**src/rtl/piso_serializer_pkg.sv**
```systemverilog
// rtl/piso_serializer_pkg.sv - shared serializer state encoding and default width
package piso_serializer_pkg;

    // Shared with the downstream SIPO instantiation so both ends agree on word size
    localparam int DEFAULT_SER_WIDTH = 4;

    typedef enum logic [1:0] {
        ST_IDLE  = 2'd0,
        ST_SHIFT = 2'd1,
        ST_GAP   = 2'd2
    } ser_state_e;

endpackage

```
**src/rtl/piso_serializer.sv**
```systemverilog
// rtl/piso_serializer.sv - parallel-in serial-out transmitter with optional inter-word gap
module piso_serializer
    import piso_serializer_pkg::*;
#(
    parameter int WIDTH     = DEFAULT_SER_WIDTH,
    parameter int MSB_FIRST = 1,
    parameter int GAP       = 0
) (
    input  logic             clk,
    input  logic             rst,
    input  logic [WIDTH-1:0] pin,
    input  logic             load_valid,
    output logic             load_ready,
    output logic             sout,
    output logic             sout_valid,
    output logic             word_done
);

    localparam logic [1:0] S_IDLE  = ST_IDLE;
    localparam logic [1:0] S_SHIFT = ST_SHIFT;
    localparam logic [1:0] S_GAP   = ST_GAP;

    localparam int CW = $clog2(WIDTH);
    localparam int GW = (GAP > 0) ? $clog2(GAP + 1) : 1;

    localparam logic [CW-1:0] CNT_LAST = CW'(WIDTH - 1);
    localparam logic [GW-1:0] GAP_LAST = GW'((GAP > 0) ? GAP - 1 : 0);
    localparam bit            STREAM   = (GAP == 0);
    localparam bit            MSB      = (MSB_FIRST != 0);

    logic [1:0]       r_state;
    logic [WIDTH-1:0] r_shreg;
    logic [CW-1:0]    r_cnt;
    logic [GW-1:0]    r_gap_cnt;

    logic             w_last;
    logic             w_ready;
    logic             w_hs;
    logic             w_end_bit;
    logic [WIDTH-1:0] w_shifted;

    // Last bit of the word is on the line; a new word may be taken here only when streaming
    assign w_last    = (r_state == S_SHIFT) && (r_cnt == CNT_LAST);
    assign w_ready   = !rst && ((r_state == S_IDLE) || (w_last && STREAM));
    assign w_hs      = load_valid && w_ready;

    // The output end of the shift register depends on bit order; shifting moves the next bit there
    assign w_end_bit = MSB ? r_shreg[WIDTH-1] : r_shreg[0];
    assign w_shifted = MSB ? {r_shreg[WIDTH-2:0], 1'b0} : {1'b0, r_shreg[WIDTH-1:1]};

    // Outputs come only from registered state so load_valid/pin never reach them combinationally
    assign sout       = (r_state == S_SHIFT) && w_end_bit;
    assign sout_valid = (r_state == S_SHIFT);
    assign word_done  = w_last;
    assign load_ready = w_ready;

    // Transmit FSM: load on handshake, shift one bit per clock, then optional idle gap
    always_ff @(posedge clk or posedge rst) begin
        if (rst) begin
            r_state   <= S_IDLE;
            r_shreg   <= '0;
            r_cnt     <= '0;
            r_gap_cnt <= '0;
        end else begin
            case (r_state)
                S_IDLE: begin
                    if (w_hs) begin
                        r_shreg <= pin;
                        r_cnt   <= '0;
                        r_state <= S_SHIFT;
                    end
                end
                S_SHIFT: begin
                    if (w_last) begin
                        r_cnt <= '0;
                        if (w_hs) begin
                            r_shreg <= pin;
                        end else begin
                            r_shreg   <= w_shifted;
                            r_gap_cnt <= '0;
                            r_state   <= STREAM ? S_IDLE : S_GAP;
                        end
                    end else begin
                        r_shreg <= w_shifted;
                        r_cnt   <= r_cnt + CW'(1);
                    end
                end
                S_GAP: begin
                    if (r_gap_cnt == GAP_LAST) begin
                        r_gap_cnt <= '0;
                        r_state   <= S_IDLE;
                    end else begin
                        r_gap_cnt <= r_gap_cnt + GW'(1);
                    end
                end
                default: r_state <= S_IDLE;
            endcase
        end
    end

endmodule

```
**config.mk**
```make
export PLATFORM = sky130hd
export DESIGN_NAME = piso_serializer
export DESIGN_NICKNAME = d
export VERILOG_FILES = /design/src/rtl/piso_serializer_pkg.sv /design/src/rtl/piso_serializer.sv
export SDC_FILE = /design/constraint.sdc
export NUM_CORES = 1
export LEC_CHECK = 0
export BUFFER_PORTS_ARGS = -buffer_cell sky130_fd_sc_hd__buf_4
export CORE_AREA = 2 2 39 41
export CTS_CLUSTER_SIZE = 25
export DETAILED_ROUTE_END_ITERATION = 7
export DIE_AREA = 0 0 41 43
export HOLD_SLACK_MARGIN = 0.03
export PLACE_DENSITY_LB_ADDON = 0.05
export SKIP_CTS_REPAIR_TIMING = 1
export SYNTH_ARGS = -nofsm -noshare
export SYNTH_HDL_FRONTEND = slang
export SYNTH_SLANG_ARGS = --single-unit
```
**constraint.sdc**
```tcl
create_clock -name clk -period 2 [get_ports clk]
set_input_delay 0.3 -clock clk [delete_from_list [all_inputs] [get_ports clk]]
set_output_delay 0.3 -clock clk [all_outputs]
set_load 0.05 [all_outputs]
```
==> results_dict.tcl <==
set metrics [dict create \
    finalNetCount 63 \
    p_per_area_nw_per_um2 1710 \
    synth_top_area_share 0.431 \
    r2r-end "r_shreg[0]" \
    cts.sinks 7 \
    crit_fanout 11 \
    layout_common_cells "buf_4, dfrtp_1, inv_1" \
    worst_path_largest_cell_delay_ns 0.40 \
    ys_ff_latch 7 \
    fp.dieW_um 41 \
    wirelength_um 817 \
    gp_congestion 0.652 \
    fillers 155 \
    setup_violations 0 \
    hold_path.class "input port to flop" \
    worst_ir_drop_vdd_uv 647 \
    layout-drive-gt1-share 0.358 \
    htreeDepth 1 \
    initial_utilization 0.294 \
    finalCritPeriodShare 0.897 \
    grt.total_usage 0.117 \
    area_growth_pct 32.3 \
    io_buffers 10 \
    cts_buffers 3 \
    ys_types 20 \
    io-pin-count 11 \
    outcome "finished clean" \
    hp-start "pin[3]" \
    synth_cells 40 \
    fin_worst_skew_ns 0.000762 \
    setup_tns_ns 0 \
    grt_pass1_vias 329 \
    yosys.area.top_type "dfrtp_1" \
    vias 332 \
    max-slew-margin-rel 0.767 \
    critical_path_required_ns 2.14 \
    max-cap-violations 0 \
    dieArea_sq_um 1760 \
    setup_slack_ns 0.205 \
    n_antenna_cell 0 \
    crit_slowest_cell "dfrtp_1" \
    antenna_found_initial 0 \
    cts-root-buf "clkbuf_4" \
    clk_pin_slew_worst_paths_ns 0.05 \
    clock_path_buffers 2 \
    insertion_delay_ns 0.25 \
    path_cells "ha_1 -> inv_1 -> a21oi_4 -> nand2_1 -> ha_1 -> mux2_2" \
    holdWs_ns 0.444 \
    wl_per_cell_um 11.8 \
    slew_violations 0 \
    dr.pass1.iters 4 \
    grt_pass1_wl_um 1330 \
    yosys_warnings 0 \
    worst_slew_pin_slew_ns 0.350 \
    cpMostUsedCell "ha_1" \
    antenna_left 0 \
    rsz0062_at_grt "false" \
    final_hold_viol_count 0 \
    clock.fmax_ghz 0.557 \
    vias_per_cell 4.81 \
    worstPathArrival_ns 1.93 \
    critPathCaptureType "flop" \
    post-dp-hpwl_um 617 \
    grt_max_degree 14 \
    dpl_cell_area_sq_um 502 \
    power.leakage_nw 0.270 \
    yosysSeqAreaShare 0.431 \
    drcViolationCount 0 \
    die_h_um 43 \
    gr-total-overflow 0 \
    row_count 14 \
    min_period_ns 1.79 \
    syn_nets 49 \
    r2r_slack_ns 0.21 \
    layout_commonest_cell "buf_4" \
    core_sq_um 1380 \
    synth.area.top_cells "dfrtp_1, a2bb2oi_1, a31o_1" \
    worstSetupPathType "flop to flop" \
    post-place-ws_ns 0.206 \
    syn_avg_cell_area_sq_um 10.2 \
    start_kind "flop" \
    cts_tree "built" \
    whs_endpoint "r_shreg[3]" \
    hold_depth 3 \
    final_area_sq_um 538 \
    synthesis.area_sq_um 407 \
    drt_iter0_drc 6 \
    reg2reg_depth 6 \
    r2r_start "r_cnt[0]" \
]
[registers in the layout (all words and copies together), names as in the netlist]
register  count
r_state       1
r_cnt         2
r_shreg       4
[per-layer routing]
metal,part of all wire,vias up,GRT usage,routed length (um)
met5,0,-,0,0
met4,0.017,0,0.0600,14
met3,0.043,2,0.0471,35
met2,0.51,7,0.172,417
met1,0.43,159,0.141,349
li1,-,164,-,-
[cell families after synthesis]
| group | after synthesis | synth area share |
|---|---|---|
| and+or+nand+nor | 8 | 0.126 |
| muxes | 1 | 0.0277 |
| adders and majority gates | 2 | 0.0615 |
| DFF | 7 | 0.431 |
| buffers and inverters | 8 | 0.0861 |
| AOI/OAI and AO/OA | 14 | 0.268 |
[cells in the mapped netlist (all sizes together)]
cell / instances
dfrtp: 7
inv: 6
a21boi: 4
a2bb2oi: 3
a31o: 3
nand2: 3
a21oi: 2
buf: 2
ha: 2
nor2: 2
a21o: 1
and2: 1
mux2: 1
nand3b: 1
nor4: 1
o21ai: 1
[critical path, delay by kind of cell (launching register included)]
kind / cells / cell delay (ns)
AND/OR/NAND/NOR: 1 / 0.07
buffers and inverters: 1 / 0.14
AO/OA/AOI/OAI: 1 / 0.07
adder cells (fa/ha/maj): 2 / 0.63
multiplexers: 1 / 0.38
flip-flops: 1 / 0.40
[how the worst max path moves through the flow]
stage | startpoint | cells past startpoint | slack [ns] | end
CTS | r_cnt[0] | 6 | 0.19 | r_shreg[0]
detailed placement | r_cnt[0] | 6 | 0.21 | r_shreg[0]
global route | r_cnt[0] | 6 | 0.09 | r_shreg[0]
finish | r_cnt[0] | 6 | 0.21 | r_shreg[0]
floorplan | r_state[0] | 7 | 0.07 | r_shreg[1]
global placement | r_cnt[0] | 6 | 0.24 | r_shreg[0]
[through the flow]
step                power, mW   util  std cells
floorplan               0.684      -         40
global route             1.00  0.389         69
global placement        0.774  0.363         64
detailed placement      0.795  0.363         64
CTS                     0.936  0.382         68
finish                  0.919  0.389         69
[power by group]
group	switching [mW]	internal (mW)	total, mW	leakage [nW]
Clock	0.0545	0.0763	0.131	0.0150
Combinational	0.291	0.218	0.509	0.171
Sequential	0.0692	0.210	0.279	0.0848
[area by class of cell]
class                      instances  area (sq um)  share of cell area
timing repair buffer              11          85.1               0.158
sequential                         7           176               0.328
tap                               16          20.0              0.0372
inverter                           6          22.5              0.0419
clock buffer                       4          26.3              0.0488
multi-input combinational         25           208               0.386
Note: power is estimated with default switching activity, not from simulation.
